### config.mk
export PLATFORM = sky130hd
export DESIGN_NAME = trap_ctrl
export DESIGN_NICKNAME = d
export VERILOG_FILES = /design/src/rtl/trap_ctrl.sv
export SDC_FILE = /design/constraint.sdc
export NUM_CORES = 1
export LEC_CHECK = 0
export ABC_CLOCK_PERIOD_IN_PS = 2009
export CAP_MARGIN = 10
export CORE_UTILIZATION = 25
export DETAILED_ROUTE_END_ITERATION = 10
export MAX_ROUTING_LAYER = met4
export PLACE_DENSITY = 0.61
export REMOVE_ABC_BUFFERS = 1
export SLEW_MARGIN = 20
export SYNTH_ARGS = -nofsm -noshare
export SYNTH_HDL_FRONTEND = slang
export SYNTH_SLANG_ARGS = --single-unit
### constraint.sdc
create_clock -name clk -period 2.01 [get_ports clk]
set_clock_uncertainty 0.2 [all_clocks]
set_input_delay 0.201 -clock clk [delete_from_list [all_inputs] [get_ports clk]]
set_output_delay 0.201 -clock clk [all_outputs]
set_load 0.005 [all_outputs]
### src/rtl/trap_ctrl.sv
// Trap sequencer: ECALL stall/drain/commit/redirect, MRET redirect to mepc.
// Define TRAP_EBREAK_EN to add the ex_is_ebreak input (EBREAK, mcause 3).
module trap_ctrl #(
  parameter int unsigned DRAIN_MAX = 15
) (
  input  logic        clk,
  input  logic        rst,
  input  logic        ex_valid,
  input  logic        ex_is_ecall,
  input  logic        ex_is_mret,
`ifdef TRAP_EBREAK_EN
  input  logic        ex_is_ebreak,
`endif
  input  logic [31:0] ex_pc,
  input  logic        mem_busy,
  input  logic [31:0] mepc,
  input  logic [31:0] mtvec,
  output logic        stall,
  output logic        flush,
  output logic        redirect_valid,
  output logic [31:0] redirect_pc,
  output logic        csr_trap_we,
  output logic [31:0] trap_pc,
  output logic [31:0] trap_cause,
  output logic        busy,
  output logic        drain_timeout
);

  typedef enum logic [1:0] {
    IDLE,
    DRAIN,
    COMMIT,
    REDIRECT
  } state_e;

  localparam logic [3:0]  CNT_LAST = 4'(DRAIN_MAX - 1);
  localparam logic [31:0] ALIGN    = 32'hFFFF_FFFC;

  state_e      state_q, state_d;
  logic [3:0]  cnt_q, cnt_d;
  logic [31:0] trap_pc_q, trap_pc_d;
  logic [31:0] trap_cause_q, trap_cause_d;
  logic [31:0] redirect_pc_q, redirect_pc_d;
  logic        timeout_q, timeout_d;

  logic        trap_req;
  logic        accept;
  logic [31:0] cause_sel;
  logic        stall_c, flush_c, rv_c, we_c;

`ifdef TRAP_EBREAK_EN
  assign trap_req  = ex_is_ecall | ex_is_ebreak;
  assign cause_sel = ex_is_ecall ? 32'd11 : 32'd3;
`else
  assign trap_req  = ex_is_ecall;
  assign cause_sel = 32'd11;
`endif

  assign accept = (state_q == IDLE) & ex_valid & (trap_req | ex_is_mret);

  always_comb begin
    state_d       = state_q;
    cnt_d         = cnt_q;
    trap_pc_d     = trap_pc_q;
    trap_cause_d  = trap_cause_q;
    redirect_pc_d = redirect_pc_q;
    timeout_d     = timeout_q;
    stall_c       = 1'b0;
    flush_c       = 1'b0;
    rv_c          = 1'b0;
    we_c          = 1'b0;
    unique case (state_q)
      IDLE: begin
        stall_c = accept;
        if (accept) begin
          if (trap_req) begin
            trap_pc_d    = ex_pc;
            trap_cause_d = cause_sel;
            cnt_d        = '0;
            state_d      = DRAIN;
          end else begin
            redirect_pc_d = mepc & ALIGN;
            state_d       = REDIRECT;
          end
        end
      end
      DRAIN: begin
        stall_c = 1'b1;
        if (!mem_busy) begin
          state_d = COMMIT;
        end else if (cnt_q == CNT_LAST) begin
          // LSU never went idle: commit anyway and flag it
          timeout_d = 1'b1;
          state_d   = COMMIT;
        end else begin
          cnt_d = cnt_q + 4'd1;
        end
      end
      COMMIT: begin
        stall_c       = 1'b1;
        we_c          = 1'b1;
        redirect_pc_d = mtvec & ALIGN;
        state_d       = REDIRECT;
      end
      REDIRECT: begin
        rv_c    = 1'b1;
        flush_c = 1'b1;
        state_d = IDLE;
      end
      default: state_d = IDLE;
    endcase
  end

  always_ff @(posedge clk) begin
    if (rst) begin
      state_q       <= IDLE;
      cnt_q         <= '0;
      trap_pc_q     <= '0;
      trap_cause_q  <= '0;
      redirect_pc_q <= '0;
      timeout_q     <= 1'b0;
    end else begin
      state_q       <= state_d;
      cnt_q         <= cnt_d;
      trap_pc_q     <= trap_pc_d;
      trap_cause_q  <= trap_cause_d;
      redirect_pc_q <= redirect_pc_d;
      timeout_q     <= timeout_d;
    end
  end

  // strobes are suppressed while reset is asserted
  assign stall          = stall_c & ~rst;
  assign flush          = flush_c & ~rst;
  assign redirect_valid = rv_c & ~rst;
  assign csr_trap_we    = we_c & ~rst;
  assign busy           = (state_q != IDLE);
  assign redirect_pc    = redirect_pc_q;
  assign trap_pc        = trap_pc_q;
  assign trap_cause     = trap_cause_q;
  assign drain_timeout  = timeout_q;

endmodule

==> parameters.txt <==
Parameter                              Value

Outcome
  Run status ... finished clean

Route
  Routed length per instance ... between 10 and 15 um
  Drt pass-1 iters ... 4
  Vias ... between 3k and 4k
  DRC violation count after routing ... 0
  Remaining antenna violation count after routing ... 0
  Total wire length ... about 9600 um
  Drt first-iter violations ... between 100 and 150
  Vias per cell ... 4.42

STA
  Worst setup slack after layout ... slightly below 70 ps
  Post-route fraction of the period consumed by the critical path ... 0.967
  Final TNS setup ... 0 ps
  Max-slew violation count ... 0
  Max Clock Freq ... approximately 510 MHz
  Unrepaired setup endpoints after global routing ... no
  Period minus WS final ... around 2000 ps
  Number of hold violations in the final report ... 0
  Final count of negative-setup-slack endpoints ... 0

Place
  Number of input and output port buffers inserted ... about 170
  Count of placed standard cells including taps ... 712
  GPL Wtd Cong ... around 0.76
  Post-Place Worst Slack ... about 13 ps
  Half-perimeter wire length after placement ... approximately 7000 um

Setup path
  CP Max Fanout ... 7
  Worst path bufs/invs ... 3
  Number of cells on the worst reg-to-reg path ... 5
  Critical setup path kind ... register to primary output
  Endpoint class of the critical path ... primary output
  Reg2Reg Capture Point ... cnt_q[0]
  Slack of the worst reg-to-reg path ... approximately 120 ps
  Kind of launch point of the worst setup path ... register
  FF-to-FF Start ... cnt_q[0]
  Dominant delay contributor by cell family on the critical path ... buffers and inverters
  Data arrival time at the worst-slack endpoint ... ~1500 ps
  Cells along the critical path ... inv_1, ha_4, inv_2, clkdlybuf4s50_1
  Data required time at the worst endpoint ... 1610 ps
  Delay of the slowest critical-path stage ... approximately 500 ps
  Slowest cell on crit path ... clkdlybuf4s50_1

CTS
  CTS tree ... done
  Clock edge transition at the registers on the reported setup and hold paths ... roughly 60 ps
  Number of H-tree levels ... 3
  Bufs on Longest Clock Path ... 2
  Worst skew pair latency ... approximately 330 ps
  TritonCTS buffer count ... 9
  # clock sinks ... 70
  Cell chosen for the clock root ... clkbuf_16

Logic synthesis
  Mapped Cells ... ~380
  Avg Synthesized Cell Area ... ~9 um2
  Proportion of synthesized flip-flops having asynchronous set or reset ... 0
  #FFs+latches synth ... 70
  Area of the mapped netlist ... 3480 um2
  Number of flops mapped to enable cells by yosys ... 0
  Synth Flop Type ... dfxtp_1
  Distinct cell type count of the synthesized netlist ... 38
  Share of the yosys chip area belonging to registers ... 0.403
  Synthesis Warnings ... 0

Global route
  Most congested layer reported by global routing ... met2
  Global-route met2 utilization ... 0.228
  Number of antenna violations at the first check in global routing ... 0
  GRT Residual Overflow ... 0
  Via count of the first global-routing pass ... 3172
  Met1 layer usage reported by global route ... 0.146
  GR Util All Layers ... 0.139
  Largest net degree at the start of global routing ... 41
  Global-route wire length before repair ... roughly 15000 um
  GR met3 Demand/Resource ... 0.0566

Floorplan
  Effective utilization at floorplan ... 0.260
  Die W ... around 120 um
  Area of the core ... approximately 13000 um2
  I/O Pins ... 204
  Overall die area ... roughly 14000 um2
  Chip height ... roughly 120 um
  Number of standard-cell rows in the floorplan ... 42

Min path
  Kind of path behind the tightest hold check ... input pin to register
  Worst min-delay path startpoint ... rst
  Number of cells on the worst hold path ... 3
  Endpoint with the worst hold slack ... trap_pc[21]

Finish
  Number of cells in the finished layout apart from fillers ... between 700 and 800
  Net count of the finished layout ... ~660
  Area growth, synth to finish ... 61.1%
  Fraction of final layout cells sized beyond drive strength 1 ... 0.136
  Final standard cell utilization of the core ... 0.419
  Number of diodes ... 0

Flow run
  Max-cap check violation count ... 0

Power and ir drop
  Leakage ... slightly above 2 nW
  Total power per unit cell area ... between 1000 and 1500 nW/um2
  Worst vdd ir ... approximately 0.48 mV
  Pwr Total ... between 0.006 and 0.007 W
## area by class of cell
type	count	area [um2]
flip-flops and latches	70	1400
multi-input cells	274	1790
repair buffers	187	1860
clock inverters	6	86.3
fillers	1303	7790
clock buffers	10	229
well taps	176	220
inverters	5	18.8
## how the worst max path moves through the flow
stage	startpoint	to	slack [ps]	cells after the start
floorplan	state_q[0]	redirect_pc[10]	-2290	5
global placement	ex_is_ecall	stall	-4	5
detailed placement	ex_is_ecall	stall	10	5
CTS	state_q[0]	busy	10	4
global route	cnt_q[0]	cnt_q[0]	2	5
finish	state_q[1]	busy	70	4
## registers in the layout, indices dropped and copies added, names as in the netlist
| signal | flops |
|---|---|
| redirect_pc | 30 |
| trap_cause | 1 |
| cnt_q | 4 |
| state_q | 2 |
| trap_pc | 32 |
| drain_timeout | 1 |
## cell usage after synthesis, types with 2 or more instances
cell type	number	area (um2)
a211oi_2	30	375
a21oi_1	34	170
a31oi_1	4	25.0
and3_1	2	12.5
buf_2	6	30.0
buf_4	38	285
buf_6	2	22.5
clkbuf_1	17	63.8
dfxtp_1	70	1400
ha_1	8	100
inv_1	5	18.8
mux2i_1	31	310
nand2_1	69	259
nand2b_1	2	12.5
nor2_1	6	22.5
nor2b_1	4	25.0
nor3_1	31	155
o211ai_1	3	22.5
o221ai_1	2	17.5
or4b_1	2	20.0
## metal layers
| metal | part of all wire | routed length (um) | vias to the layer above |
|---|---|---|---|
| met3 | 0.11 | 1050 | 10 |
| met5 | 0 | 0 | - |
| met4 | 0.014 | 138 | 0 |
| met1 | 0.41 | 3950 | 1459 |
| met2 | 0.47 | 4480 | 152 |
| li1 | - | - | 1600 |
## per-stage QoR
stage          instance area [um2]  hold slack, ps
3_5_place_dp                  5280             248
4_1_cts                       5590             128
6_report                      5610             148
3_3_place_gp                  5280             241
2_1_floorplan                 3180            65.6
5_1_grt                       5610             152
## worst reg2reg max path, cell delays in order, from the launching register on
cell     delay, ps
dfxtp_2        370
inv_1           50
ha_1           220
and3_1         260
or4_1          510
a31oi_2        190
## cell usage in the layout, fill, tap and decap left out, drive strengths merged, types with 2 or more instances in the layout
| master | netlist | layout |
|---|---|---|
| a211oi | 31 | 31 |
| a21oi | 34 | 34 |
| a31oi | 4 | 4 |
| and3 | 2 | 2 |
| buf | 47 | 20 |
| bufinv | 0 | 2 |
| clkbuf | 18 | 10 |
| clkdlybuf4s50 | 0 | 163 |
| clkinv | 0 | 3 |
| conb | 1 | 31 |
| dfxtp | 70 | 70 |
| dlygate4sd2 | 0 | 4 |
| ha | 8 | 8 |
| inv | 5 | 5 |
| mux2i | 31 | 31 |
| nand2 | 69 | 69 |
| nand2b | 2 | 2 |
| nor2 | 6 | 6 |
| nor2b | 4 | 4 |
| nor3 | 31 | 31 |
| o211ai | 3 | 3 |
| o221ai | 2 | 2 |
| or4b | 2 | 2 |
## power by group
part	internal [W]	switching, W
Combinational	0.00139	0.00114
Clock	0.00108	0.000596
Sequential	0.00168	0.000158
## cells by family (layout without fill, tap and decap cells)
| family | after synthesis | count (layout) | synth area share |
|---|---|---|---|
| buffers and inverters | 70 | 208 | 0.123 |
| flip-flops | 70 | 70 | 0.403 |
| AND/OR/NAND/NOR | 123 | 123 | 0.160 |
| AO/OA/AOI/OAI | 80 | 80 | 0.192 |
| adder cells (fa/ha/maj) | 8 | 8 | 0.0288 |
| other | 1 | 31 | 0.00108 |
| multiplexers | 32 | 32 | 0.0924 |
## timing repair
| action | 4_1_cts | 5_1_grt |
|---|---|---|
| setup buffers | 0 | 0 |
| hold buffers | 0 | 0 |
| setup endpoints to repair | 5 | 2 |
| resized for setup | 7 | 4 |
Note: power is estimated with default switching activity, not from simulation.
